$ cat config.mk
export PLATFORM = sky130hd
export DESIGN_NAME = barrel_shift_sched_flat
export DESIGN_NICKNAME = d
export VERILOG_FILES = /design/src/rtl/barrel_shift_pkg.sv /design/src/rtl/barrel_shift_sched_if.sv /design/src/rtl/barrel_rotate.sv /design/src/rtl/barrel_shift_sched.sv /design/src/flat_wrapper.sv
export SDC_FILE = /design/constraint.sdc
export NUM_CORES = 1
export LEC_CHECK = 0
export BUFFER_PORTS_ARGS = -buffer_cell sky130_fd_sc_hd__buf_4
export CAP_MARGIN = 10
export CORE_ASPECT_RATIO = 0.5
export CORE_UTILIZATION = 30
export CTS_BUF_LIST = sky130_fd_sc_hd__clkbuf_16
export CTS_CLUSTER_SIZE = 20
export DETAILED_ROUTE_END_ITERATION = 8
export PLACE_DENSITY_LB_ADDON = 0.12
export SLEW_MARGIN = 0
export SYNTH_ARGS = -nofsm -noshare
export SYNTH_HDL_FRONTEND = slang
export SYNTH_HIERARCHICAL = 1
export SYNTH_SLANG_ARGS = --single-unit
$ cat constraint.sdc
create_clock -name clk -period 2.6 [get_ports clk]
set_clock_uncertainty 0.15 [all_clocks]
set_input_delay 0.52 -clock clk [delete_from_list [all_inputs] [get_ports clk]]
set_output_delay 0.52 -clock clk [all_outputs]
set_load 0.02 [all_outputs]
$ cat src/rtl/barrel_shift_pkg.sv
// Shared types and defaults for the barrel-shift scheduler: FSM states,
// requester-ID width and default datapath geometry.
package barrel_shift_pkg;

  localparam int ID_W         = 1;
  localparam int WIDTH_DEF    = 8;
  localparam int STEP_MAX_DEF = 2;

  typedef enum logic [1:0] {
    IDLE,
    SHIFT,
    HOLD
  } state_t;

endpackage

$ cat src/rtl/barrel_shift_sched_if.sv
// Two valid/ready request ports plus one backpressured result port.
// The master side is the requester/consumer; the slave side is the scheduler.
interface barrel_shift_sched_if
  import barrel_shift_pkg::*;
#(
  parameter int WIDTH = WIDTH_DEF,
  parameter int AMT_W = $clog2(WIDTH)
) ();

  logic             req0_valid;
  logic             req0_ready;
  logic [WIDTH-1:0] req0_data;
  logic [AMT_W-1:0] req0_amt;

  logic             req1_valid;
  logic             req1_ready;
  logic [WIDTH-1:0] req1_data;
  logic [AMT_W-1:0] req1_amt;

  logic             out_valid;
  logic             out_ready;
  logic [WIDTH-1:0] out_data;
  logic [ID_W-1:0]  out_id;
  logic             busy;

  modport master (
    output req0_valid, req0_data, req0_amt,
    output req1_valid, req1_data, req1_amt,
    output out_ready,
    input  req0_ready, req1_ready,
    input  out_valid, out_data, out_id, busy
  );

  modport slave (
    input  req0_valid, req0_data, req0_amt,
    input  req1_valid, req1_data, req1_amt,
    input  out_ready,
    output req0_ready, req1_ready,
    output out_valid, out_data, out_id, busy
  );

endinterface

$ cat src/rtl/barrel_rotate.sv
// Combinational left rotate by 0..STEP_MAX positions; only the step values
// the scheduler can issue get a mux leg.
module barrel_rotate #(
  parameter int WIDTH    = 8,
  parameter int AMT_W    = 3,
  parameter int STEP_MAX = 2
) (
  input  logic [WIDTH-1:0] data,
  input  logic [AMT_W-1:0] step,
  output logic [WIDTH-1:0] rotated
);

  always_comb begin
    // NOTE: default assignment first so every path drives rotated; no latch.
    rotated = data;
    for (int i = 1; i <= STEP_MAX; i++) begin
      if (int'(step) == i) begin
        rotated = (data << i) | (data >> (WIDTH - i));
      end
    end
  end

endmodule

$ cat src/rtl/barrel_shift_sched.sv
// Round-robin scheduler sharing one iterative left-rotate datapath between
// two requesters; one operation in flight, result held until consumed.
module barrel_shift_sched
  import barrel_shift_pkg::*;
#(
  parameter int WIDTH    = WIDTH_DEF,
  parameter int AMT_W    = $clog2(WIDTH),
  parameter int STEP_MAX = STEP_MAX_DEF
) (
  input  logic                 clk,
  input  logic                 reset,
  barrel_shift_sched_if.slave  bus
);

  state_t           state;
  logic             rr;
  logic [AMT_W-1:0] rem;
  logic [AMT_W-1:0] step;
  logic [WIDTH-1:0] work;
  logic [WIDTH-1:0] rotated;
  logic             grant0;
  logic             grant1;

  logic             out_valid_q;
  logic [WIDTH-1:0] out_data_q;
  logic [ID_W-1:0]  out_id_q;
  logic             busy_q;

  // rr selects the winner only under contention; a sole requester always wins.
  assign grant0 = bus.req0_valid && (!bus.req1_valid || !rr);
  assign grant1 = bus.req1_valid && (!bus.req0_valid ||  rr);

  // Readys are forced low while reset is held, independent of state.
  assign bus.req0_ready = reset && (state == IDLE) && grant0;
  assign bus.req1_ready = reset && (state == IDLE) && grant1;

  assign step = (int'(rem) > STEP_MAX) ? AMT_W'(STEP_MAX) : rem;

  barrel_rotate #(
    .WIDTH    (WIDTH),
    .AMT_W    (AMT_W),
    .STEP_MAX (STEP_MAX)
  ) u_rotate (
    .data    (work),
    .step    (step),
    .rotated (rotated)
  );

  // NOTE: sequential state uses <= so all registers see pre-edge values.
  always_ff @(posedge clk or negedge reset) begin
    if (!reset) begin
      state       <= IDLE;
      rr          <= 1'b0;
      rem         <= '0;
      work        <= '0;
      out_valid_q <= 1'b0;
      out_data_q  <= '0;
      out_id_q    <= '0;
      busy_q      <= 1'b0;
    end else begin
      case (state)
        IDLE: begin
          if (bus.req0_ready || bus.req1_ready) begin
            work     <= bus.req1_ready ? bus.req1_data : bus.req0_data;
            rem      <= bus.req1_ready ? bus.req1_amt  : bus.req0_amt;
            out_id_q <= bus.req1_ready;
            rr       <= !bus.req1_ready;
            busy_q   <= 1'b1;
            state    <= SHIFT;
          end
        end
        SHIFT: begin
          work <= rotated;
          rem  <= rem - step;
          // A zero amount still spends this one cycle with step 0.
          if (rem == step) begin
            out_valid_q <= 1'b1;
            out_data_q  <= rotated;
            state       <= HOLD;
          end
        end
        HOLD: begin
          if (bus.out_ready) begin
            out_valid_q <= 1'b0;
            busy_q      <= 1'b0;
            state       <= IDLE;
          end
        end
        default: state <= IDLE;
      endcase
    end
  end

  assign bus.out_valid = out_valid_q;
  assign bus.out_data  = out_data_q;
  assign bus.out_id    = out_id_q;
  assign bus.busy      = busy_q;

endmodule

$ cat src/flat_wrapper.sv
// flat-port wrapper written by rule: the top's interface ports become plain ports
module barrel_shift_sched_flat import barrel_shift_pkg::*;
#(
  parameter int WIDTH    = WIDTH_DEF,
  parameter int AMT_W    = $clog2(WIDTH),
  parameter int STEP_MAX = STEP_MAX_DEF
)
  (clk, reset, bus_req0_valid, bus_req0_data, bus_req0_amt, bus_req1_valid, bus_req1_data, bus_req1_amt, bus_out_ready, bus_req0_ready, bus_req1_ready, bus_out_valid, bus_out_data, bus_out_id, bus_busy);
  barrel_shift_sched_if #(.WIDTH(WIDTH), .AMT_W(AMT_W)) bus_i ();
  input  logic clk;
  input  logic reset;
  input wire logic [$bits(bus_i.req0_valid)-1:0] bus_req0_valid;
  input wire logic [$bits(bus_i.req0_data)-1:0] bus_req0_data;
  input wire logic [$bits(bus_i.req0_amt)-1:0] bus_req0_amt;
  input wire logic [$bits(bus_i.req1_valid)-1:0] bus_req1_valid;
  input wire logic [$bits(bus_i.req1_data)-1:0] bus_req1_data;
  input wire logic [$bits(bus_i.req1_amt)-1:0] bus_req1_amt;
  input wire logic [$bits(bus_i.out_ready)-1:0] bus_out_ready;
  output wire logic [$bits(bus_i.req0_ready)-1:0] bus_req0_ready;
  output wire logic [$bits(bus_i.req1_ready)-1:0] bus_req1_ready;
  output wire logic [$bits(bus_i.out_valid)-1:0] bus_out_valid;
  output wire logic [$bits(bus_i.out_data)-1:0] bus_out_data;
  output wire logic [$bits(bus_i.out_id)-1:0] bus_out_id;
  output wire logic [$bits(bus_i.busy)-1:0] bus_busy;
  assign bus_i.req0_valid = bus_req0_valid;
  assign bus_i.req0_data = bus_req0_data;
  assign bus_i.req0_amt = bus_req0_amt;
  assign bus_i.req1_valid = bus_req1_valid;
  assign bus_i.req1_data = bus_req1_data;
  assign bus_i.req1_amt = bus_req1_amt;
  assign bus_i.out_ready = bus_out_ready;
  assign bus_req0_ready = bus_i.req0_ready;
  assign bus_req1_ready = bus_i.req1_ready;
  assign bus_out_valid = bus_i.out_valid;
  assign bus_out_data = bus_i.out_data;
  assign bus_out_id = bus_i.out_id;
  assign bus_busy = bus_i.busy;
  barrel_shift_sched #(.WIDTH(WIDTH), .AMT_W(AMT_W), .STEP_MAX(STEP_MAX)) u_core (.clk(clk), .reset(reset), .bus(bus_i));
endmodule
==> results by group, run 1 <==
Power and ir drop
  – Lkg Pwr: 0.891 nW
  – Max VDD drop: 0.398 mV
  – Pwr dens: 1140 nW/um^2

Routing
  – Avg WL per Cell: 14.2 um
  – Vias: 1207
  – DRT iter0 DRCs: 44
  – Drt drc: 0
  – Post-route ant nets: 0
  – DRT Wirelength: 3.45 mm
  – Vias per cell: 4.99
  – Pre-Repair DR Iteration Count: 5

Synthesis
  – Asr flop ratio synth: 1.00
  – Warnings, synthesis: 6
  – Post-Synth Simple-Gate Area: 0.0978
  – Avg Inst Size Synth: 10.8 sq um
  – Post-synthesis mux area share: 0.155
  – Sequential share of the synthesized area: 0.429
  – Synth Area in Compound Gates: 0.262
  – Post-Syn Nets: 163
  – Xor-xnor portion of the synthesized cell area: 0
  – Synth unique cells: 39
  – Largest family of logic cells by synthesized area: compound AO/OA/AOI/OAI gates
  – Main flop type after synthesis: dfrtp_1
  – Synth Area in Adders: 0.00858
  – Register bit total from synthesis: 25
  – Post-synth EDFFs: 0
  – Synth Cell Area: 1460 sq um
  – Cell count after synthesis: 135

STA
  – Final setup margin: 0.362 ns
  – Hold Vio Cnt, Final: 0
  – RSZ-0062 raised after global routing: false
  – Final worst-path cycle share: 0.861
  – Final Max Tran Viols: 0
  – Worst Max-Slew Pin Slew: 0.702 ns
  – Rel. slew slack: 0.529
  – Final setup vio count: 0
  – FMAX: 447 MHz
  – Min Tclk post-route: 2.24 ns
  – Sum Neg Setup Slack: 0 ns

Floorplan
  – Area of the die: 5160 sq um
  – Die X: 101 um
  – Site Rows: 17
  – Die Y: 51.3 um
  – IO Count: 40
  – Starting density of the core: 0.322
  – Core area: 4530 sq um

Run
  – Max Cap Violations: 0

Setup path
  – Crit start category: register
  – CP endpoint kind: output port
  – Critical path data arrival time: 1.57 ns
  – Crit path kind: reg2out
  – Worst Path Max Fanout: 14
  – Critical Path RT: 1.93 ns

Global route
  – Overflow after GRT: 0
  – Largest net degree at the start of global routing: 19
  – First-pass GRT wire length: 5.86 mm
  – Initial antenna violation count: 0
  – Gr usage total: 0.149
  – Vias in the first global route: 1128

Clock tree
  – Clk_lat worst skew: 0.26 ns
  – Worst-path clk slew: 0.06 ns
  – H-tree levels: 1
  – CTS Sinks: 25
  – CTS Buf Count: 3
  – Cts repair resizes: 0
  – CTS tree: done
  – CTS max path bufs: 2
  – Clk root buf: clkbuf_16
  – # hold bufs at CTS: 1
  – Setup bufs post-CTS: 0

Placed design
  – Port Buffers: 39
  – Routability cong.: 0.833
  – Worst Setup Slack post-DPL: 0.437 ns
  – Placed cell count: 237
  – Half-perimeter wire length after placement: 2.57 mm
  – Placed Area: 1810 sq um

Cells and area
  – Layout Cell Area excl Fill: 1890 sq um
  – # fillers: 459
  – Non-Filler Instances: 242
  – Area grow syn2layout: 29.8%
  – Nets@finish: 205
  – Ant diodes: 0
  – Share of cells above drive strength 1: 0.352

Hold path
  – Min-Delay Path Class: in2async

Status
  – Outcome: completed
[critical path: stages, from the launching register on]
cell     delay, ns
dfrtp_1       0.54
nor4b_1       0.53
buf_4         0.23
[placed cells by master, fill, tap and decap left out, drive strengths merged, types with 2 or more instances in the layout]
cell type,netlist,final
a21oi,13,13
a22o,5,5
a22oi,8,8
and2,2,2
buf,5,42
clkbuf,1,3
conb,2,2
dfrtp,25,25
inv,3,4
mux2,8,8
mux2i,11,11
nand2,8,8
nand2b,4,4
nand3,2,2
nor2,2,2
nor2b,2,2
o21ai,11,11
o221ai,2,2
o22ai,2,2
o2bb2ai,8,8
[state kept, by name, summed over array words and instances, names as in the netlist]
name,flops
u_core/bus.busy,1
u_core/bus.out_data,8
u_core/bus.out_id,1
u_core/bus.out_valid,1
u_core/rem,3
u_core/rr,1
u_core/state,2
u_core/work,8
[report_power, final]
part	switching (mW)	total (mW)	internal (mW)
clock	0.132	0.338	0.206
sequential	0.185	0.761	0.576
combinational	0.530	1.06	0.530
total	0.847	2.16	1.31
[cells by family (layout without fill, tap and decap cells)]
logic type / after synthesis / in the layout
compound gates: 54 / 54
fa+ha+maj: 1 / 1
buf+inv: 9 / 50
flops: 25 / 25
mux: 19 / 19
other cells: 2 / 2
simple gates: 25 / 25
[stage by stage]
stage / utilization / hold WS [ns] / power (mW)
after floorplan: - / 0.0744 / 1.51
after global placement: 0.399 / 0.207 / 1.82
after detailed placement: 0.399 / 0.205 / 1.83
after CTS: 0.418 / 0.0996 / 2.18
after global routing: 0.418 / 0.118 / 2.33
final: 0.418 / 0.0935 / 2.16
[cell usage after synthesis, types with 2 or more instances]
master     instances  area (sq um)
dfrtp_1           25           626
a21oi_1           13          65.1
mux2i_1           11           110
a22oi_1            8          60.1
o2bb2ai_1          8          70.1
mux2_4             7           105
nand2_1            7          26.3
o21ai_1            7          35.0
a22o_1             5          43.8
nand2b_1           4          25.0
buf_6              3          33.8
o21ai_0            3          15.0
conb_1             2          7.51
inv_1              2          7.51
nand3_1            2          10.0
nor2_1             2          7.51
nor2b_1            2          12.5
o221ai_1           2          17.5
o22ai_1            2          12.5
[routing by layer]
metal  up-vias  part of all wire  track usage
li1        594                 -            -
met1       575              0.52        0.225
met2        36              0.42        0.208
met3         2             0.055       0.0383
met4         0            0.0055       0.0314
met5         -                 0            0
[path summary, 6_finish.rpt]
path,cells past startpoint,to,startpoint,slack [ns]
max,2,bus_req1_ready,u_core/state[1],0.36
min,2,u_core/bus.out_id,reset,0.09
max reg2reg,8,u_core/work[6],u_core/rem[2],0.41
min reg2reg,2,u_core/bus.out_valid,u_core/bus.out_valid,0.33
max in group asynchronous,2,u_core/work[7],reset,1.47
min in group clk,2,u_core/state[1],bus_out_ready,0.31
[layout make-up]
cell class | count | area (sq um) | share of cell area
clock inverter | 1 | 3.75 | 0.00198
multi-input combinational | 101 | 771 | 0.407
tap | 66 | 82.6 | 0.0436
timing repair buffer | 43 | 325 | 0.172
clock buffer | 3 | 75.1 | 0.0396
inverter | 3 | 11.3 | 0.00594
sequential | 25 | 626 | 0.330
Note: power is estimated with default switching activity, not from simulation.
==> run 2: changes to the inputs <==
==> constraint.sdc (replaced) <==
create_clock -name clk -period 2.6 [get_ports clk]
set_clock_uncertainty 0.15 [all_clocks]
set_input_delay 0.13 -clock clk [delete_from_list [all_inputs] [get_ports clk]]
set_output_delay 0.13 -clock clk [all_outputs]
set_load 0.02 [all_outputs]
==> results by group, run 2 (synthesized netlist as in run 1, its figures left out) <==
Status
  – Outcome: completed

Cells and area
  – Most frequent cells in the layout: 41 x buf_4, 25 x dfrtp_1, 13 x a21oi_1
  – Area grow syn2layout: 34.8%
  – Layout Cell Area excl Fill: 1970 sq um
  – Commonest non-fill, non-tap cell in the layout: buf_4
  – # fillers: 437
  – Nets@finish: 212
  – Share of cells above drive strength 1: 0.333
  – Ant diodes: 0

Routing
  – Vias per cell: 4.86
  – Drt drc: 0
  – Post-route ant nets: 0
  – Pre-Repair DR Iteration Count: 6
  – DRT iter0 DRCs: 25
  – Avg WL per Cell: 13.7 um
  – Vias: 1210
  – DRT Wirelength: 3.41 mm

STA
  – Final Max Tran Viols: 0
  – Final setup vio count: 0
  – Hold Vio Cnt, Final: 0
  – Sum Neg Setup Slack: 0 ns
  – FMAX: 454 MHz
  – Worst Max-Slew Pin Slew: 0.762 ns
  – Rel. slew slack: 0.488
  – Min Tclk post-route: 2.20 ns
  – RSZ-0062 raised after global routing: false
  – Final worst-path cycle share: 0.847

Setup path
  – Critical path data arrival time: 2.16 ns
  – Worst R2R Start: u_core/rem[2]
  – Crit start category: register
  – Worst Path Max Fanout: 9
  – Flop2flop setup slack: 0.40 ns
  – R2R cell count: 8
  – CP endpoint kind: register
  – Worst r2r dst: u_core/work[7]
  – Crit path kind: reg2reg
  – Critical Path RT: 2.56 ns

Clock tree
  – H-tree levels: 1
  – CTS Sinks: 25
  – # hold bufs at CTS: 9
  – CTS Buf Count: 3
  – Clk_lat worst skew: 0.26 ns
  – Setup bufs post-CTS: 0
  – Clk root buf: clkbuf_16
  – Cts repair resizes: 0
  – CTS max path bufs: 2
  – Worst-path clk slew: 0.06 ns
  – CTS tree: done

Hold path
  – Hold Path End: u_core/work[3]
  – Min-Delay Path Class: in2reg
  – HP Start: bus_req0_data[3]
  – Hold path depth: 3

Placed design
  – Routability cong.: 0.785
  – Placed Area: 1800 sq um
  – Port Buffers: 39
  – Half-perimeter wire length after placement: 2.49 mm

Global route
  – First-pass GRT wire length: 5.58 mm
  – Vias in the first global route: 1100
  – Largest net degree at the start of global routing: 29
  – Gr usage total: 0.146
  – Overflow after GRT: 0
  – Initial antenna violation count: 0

Power and ir drop
  – Lkg Pwr: 0.919 nW
  – Max VDD drop: 0.395 mV
  – Pwr dens: 1100 nW/um^2

Floorplan
  – Die Y: 51.3 um
  – Area of the die: 5160 sq um
  – IO Count: 40
  – Starting density of the core: 0.322
  – Die X: 101 um
  – Core area: 4530 sq um
  – Site Rows: 17

Run
  – Max Cap Violations: 0
-- run 2: cell count changes in the layout (fill, tap and decap cells not counted), sizes merged --
| cell | previous run | this run |
|---|---|---|
| buf | 42 | 41 |
| dlygate4sd3 | 1 | 9 |
-- run 2: final cells by class --
class | instances | area [sq um] | area share
Timing Repair Buffer | 50 | 398 | 0.202
Clock buffer | 3 | 75.1 | 0.0382
Inverter | 3 | 11.3 | 0.00573
Clock inverter | 1 | 3.75 | 0.00191
Sequential cell | 25 | 626 | 0.318
Tap cell | 66 | 82.6 | 0.0420
Multi-Input combinational cell | 101 | 771 | 0.392
-- run 2: power breakdown --
| group | internal (mW) | leakage (nW) | total [mW] | switching [mW] |
|---|---|---|---|---|
| clock network | 0.206 | 0.0423 | 0.337 | 0.132 |
| registers | 0.576 | 0.296 | 0.761 | 0.185 |
| logic | 0.539 | 0.581 | 1.07 | 0.528 |
-- run 2: metrics by stage --
step	power [mW]	hold slack, ns	cells	utilization	setup slack [ns]
6_report	2.17	0.000140	249	0.434	0.398
3_5_place_dp	1.83	-0.0877	236	0.397	0.422
2_1_floorplan	1.51	-0.316	135	-	0.631
3_3_place_gp	1.82	-0.0808	236	0.397	0.486
5_1_grt	2.34	0.00305	249	0.434	0.216
4_1_cts	2.19	0.00294	249	0.434	0.404
-- run 2: worst max path at each step --
stage,from,endpoint,cells after the start
6_report,u_core/rem[2],u_core/work[7],8
5_1_grt,u_core/rem[2],u_core/work[5],8
4_1_cts,u_core/rem[2],u_core/work[7],8
3_5_place_dp,u_core/rem[2],u_core/work[4],8
3_3_place_gp,u_core/rem[2],u_core/work[4],9
2_1_floorplan,u_core/rem[2],u_core/work[3],9
-- run 2: metal layers --
layer / track usage / wire length (um) / vias up / part of all wire
met1: 0.216 / 1770 / 563 / 0.52
met5: 0 / 0 / - / 0
met4: 0.0435 / 42 / 0 / 0.012
met3: 0.0369 / 181 / 5 / 0.053
li1: - / - / 609 / -
met2: 0.205 / 1410 / 33 / 0.42
-- run 2: worst max-delay path: stages (launching register included) --
cell and delay (ns):
dfrtp_1 0.39, or2_2 0.15, nor2_1 0.05, nor2b_1 0.56, o21bai_4 0.18, o2bb2ai_1 0.20
a22o_1 0.21, a21oi_1 0.11, o21ai_1 0.08
==> run 3: changes to the inputs <==
- ABC_AREA: default -> 1
- clock period: 2.6 -> 2.1 ns (I/O delays scaled with it)
==> results by group, run 3 <==
Status
  – Outcome: completed

Synthesis
  – Warnings, synthesis: 6
  – Synth unique cells: 29
  – Share of the synthesized area in the top cell type: 0.388
  – Register bit total from synthesis: 25
  – Synth Cell Area: 1610 sq um
  – Post-synth top cells: 71 x nand2_1, 33 x nand3_1, 27 x inv_1
  – Yosys top cell by area: dfrtp_1
  – Top-count cell post-synth: nand2_1
  – Cell count after synthesis: 211
  – Avg Inst Size Synth: 7.64 sq um
  – Main flop type after synthesis: dfrtp_1
  – Largest cells by area after synthesis: dfrtp_1 39%, nand2_1 17%, nand3_1 10%
  – Asr flop ratio synth: 1.00
  – Post-synth EDFFs: 0
  – Sequential share of the synthesized area: 0.388

Cells and area
  – Finished Core Util: 0.422
  – Nets@finish: 289
  – Area grow syn2layout: 31.9%
  – Commonest non-fill, non-tap cell in the layout: nand2_1
  – Share of cells above drive strength 1: 0.296
  – Ant diodes: 0
  – Most frequent cells in the layout: 71 x nand2_1, 42 x buf_4, 33 x nand3_1
  – Non-Filler Instances: 330

STA
  – Final Max Tran Viols: 0
  – Final setup vio count: 0
  – RSZ-0062 raised after global routing: false
  – Final setup margin: 0.151 ns
  – Rel. slew slack: 0.635
  – Final worst-path cycle share: 0.928
  – Hold Vio Cnt, Final: 0
  – FMAX: 513 MHz
  – Sum Neg Setup Slack: 0 ns
  – Worst Max-Slew Pin Slew: 0.547 ns
  – Min Tclk post-route: 1.95 ns

Routing
  – DRT Wirelength: 3.86 mm
  – Post-route ant nets: 0
  – Pre-Repair DR Iteration Count: 4
  – Vias per cell: 4.46
  – Vias: 1473
  – Avg WL per Cell: 11.7 um
  – Drt drc: 0
  – DRT iter0 DRCs: 44

Clock tree
  – CTS Buf Count: 3
  – Clk_lat worst skew: 0.26 ns
  – CTS tree: done
  – Worst-path clk slew: 0.07 ns
  – CTS Sinks: 25
  – H-tree levels: 1
  – Cts repair resizes: 0
  – CTS max path bufs: 2
  – Clk root buf: clkbuf_16

Setup path
  – CP peak stage delay: 0.42 ns
  – Critical path, cell by cell: or2_2, nor2_1, buf_4, nand3_1, nand3_1, nand2_1, mux2_1
  – CP Buf/Inv Count: 1
  – Most frequent CP cell: nand3_1
  – Delay-heaviest family, CP: simple AND/OR/NAND/NOR gates
  – Slowest stage cell, crit path: dfrtp_1
  – CP endpoint kind: register
  – Critical Path RT: 2.10 ns
  – Crit start category: register
  – Worst Path Max Fanout: 9
  – Crit path kind: reg2reg
  – Flop2flop setup slack: 0.15 ns
  – Critical path data arrival time: 1.95 ns

Global route
  – Overflow after GRT: 0
  – Gr usage total: 0.150
  – Met1 usage: 0.199
  – Met2 track demand over resource: 0.251
  – Largest net degree at the start of global routing: 26
  – First-pass GRT wire length: 6.47 mm
  – Vias in the first global route: 1398
  – Initial antenna violation count: 0
  – Met3 usage in global routing: 0.0351
  – Gr busiest metal: met2

Placed design
  – Placed cell count: 319
  – Port Buffers: 39
  – Half-perimeter wire length after placement: 2.98 mm
  – Worst Setup Slack post-DPL: 0.168 ns
  – Routability cong.: 0.846

Power and ir drop
  – Power, Total: 2.90 mW
  – Pwr dens: 1360 nW/um^2
  – Max VDD drop: 0.437 mV
  – Lkg Pwr: 1.17 nW

Floorplan
  – IO Count: 40
  – Core area: 5040 sq um
  – Die X: 106 um
  – Site Rows: 18
  – Starting density of the core: 0.320
  – Die Y: 53.8 um
  – Area of the die: 5690 sq um

Hold path
  – Min-Delay Path Class: in2reg

Run
  – Max Cap Violations: 0
run 3: cell count changes in the layout (fill, tap and decap cells not counted), moves of 11 or more:
cell | previous run | this run
a21oi_1 | 13 | 2
mux2i_1 | 11 | 0
nand2_1 | 7 | 71
inv_1 | 3 | 27
nand3_1 | 2 | 33
run 3: worst paths after layout:
check                                          to         startpoint  cells after the start
setup / recovery           u_core/bus.out_data[6]      u_core/rem[2]                      7
hold / removal                     u_core/work[1]   bus_req0_data[1]                      5
setup reg to reg           u_core/bus.out_data[6]      u_core/rem[2]                      7
hold reg to reg                 u_core/bus.out_id  u_core/bus.out_id                      2
max in group asynchronous  u_core/bus.out_data[0]              reset                      3
min in group asynchronous         u_core/state[1]              reset                      3
run 3: worst reg2reg max path: cells and delay by family (launching register included):
kind | cells | cell delay, ns
flip-flops | 1 | 0.42
AND/OR/NAND/NOR | 5 | 0.79
multiplexers | 1 | 0.28
buffers and inverters | 1 | 0.21
run 3: final cells by class:
class	count	area, sq um
Sequential cell	25	626
Timing Repair Buffer	49	385
Tap cell	70	87.6
Multi-Input combinational cell	150	828
Inverter	32	120
Clock buffer	3	75.1
Fill cell	571	2920
Clock inverter	1	5.00
run 3: cell families after synthesis:
logic type,Yosys count,synth area share
AND/OR/NAND/NOR,122,0.371
buffers and inverters,37,0.101
flip-flops,25,0.388
AO/OA/AOI/OAI,18,0.0877
multiplexers,5,0.0349
other,2,0.00466
adder cells (fa/ha/maj),1,0.00776
XOR/XNOR,1,0.00543
run 3: repair_timing:
| action | 4_1_cts | 5_1_grt |
|---|---|---|
| hold buffers | 7 | 0 |
| setup buffers | 0 | 0 |
| hold endpoints to repair | 31 | 0 |
run 3: metrics by stage:
stage               hold slack (ns)  instance area [sq um]
global placement           -0.00966                   1980
finish                       0.0262                   2130
detailed placement          -0.0142                   1980
CTS                          0.0297                   2130
global route                 0.0476                   2130
floorplan                    -0.341                   1620
run 3: report_power, final:
group | total [mW] | switching [mW] | internal, mW
sequential | 0.882 | 0.163 | 0.719
combinational | 1.59 | 0.979 | 0.611
clock | 0.430 | 0.173 | 0.257
run 3: metal layers:
| layer | routed length, um | vias up |
|---|---|---|
| met5 | 0 | - |
| met3 | 118 | 4 |
| li1 | - | 762 |
| met4 | 33 | 0 |
| met2 | 1700 | 23 |
| met1 | 2010 | 684 |
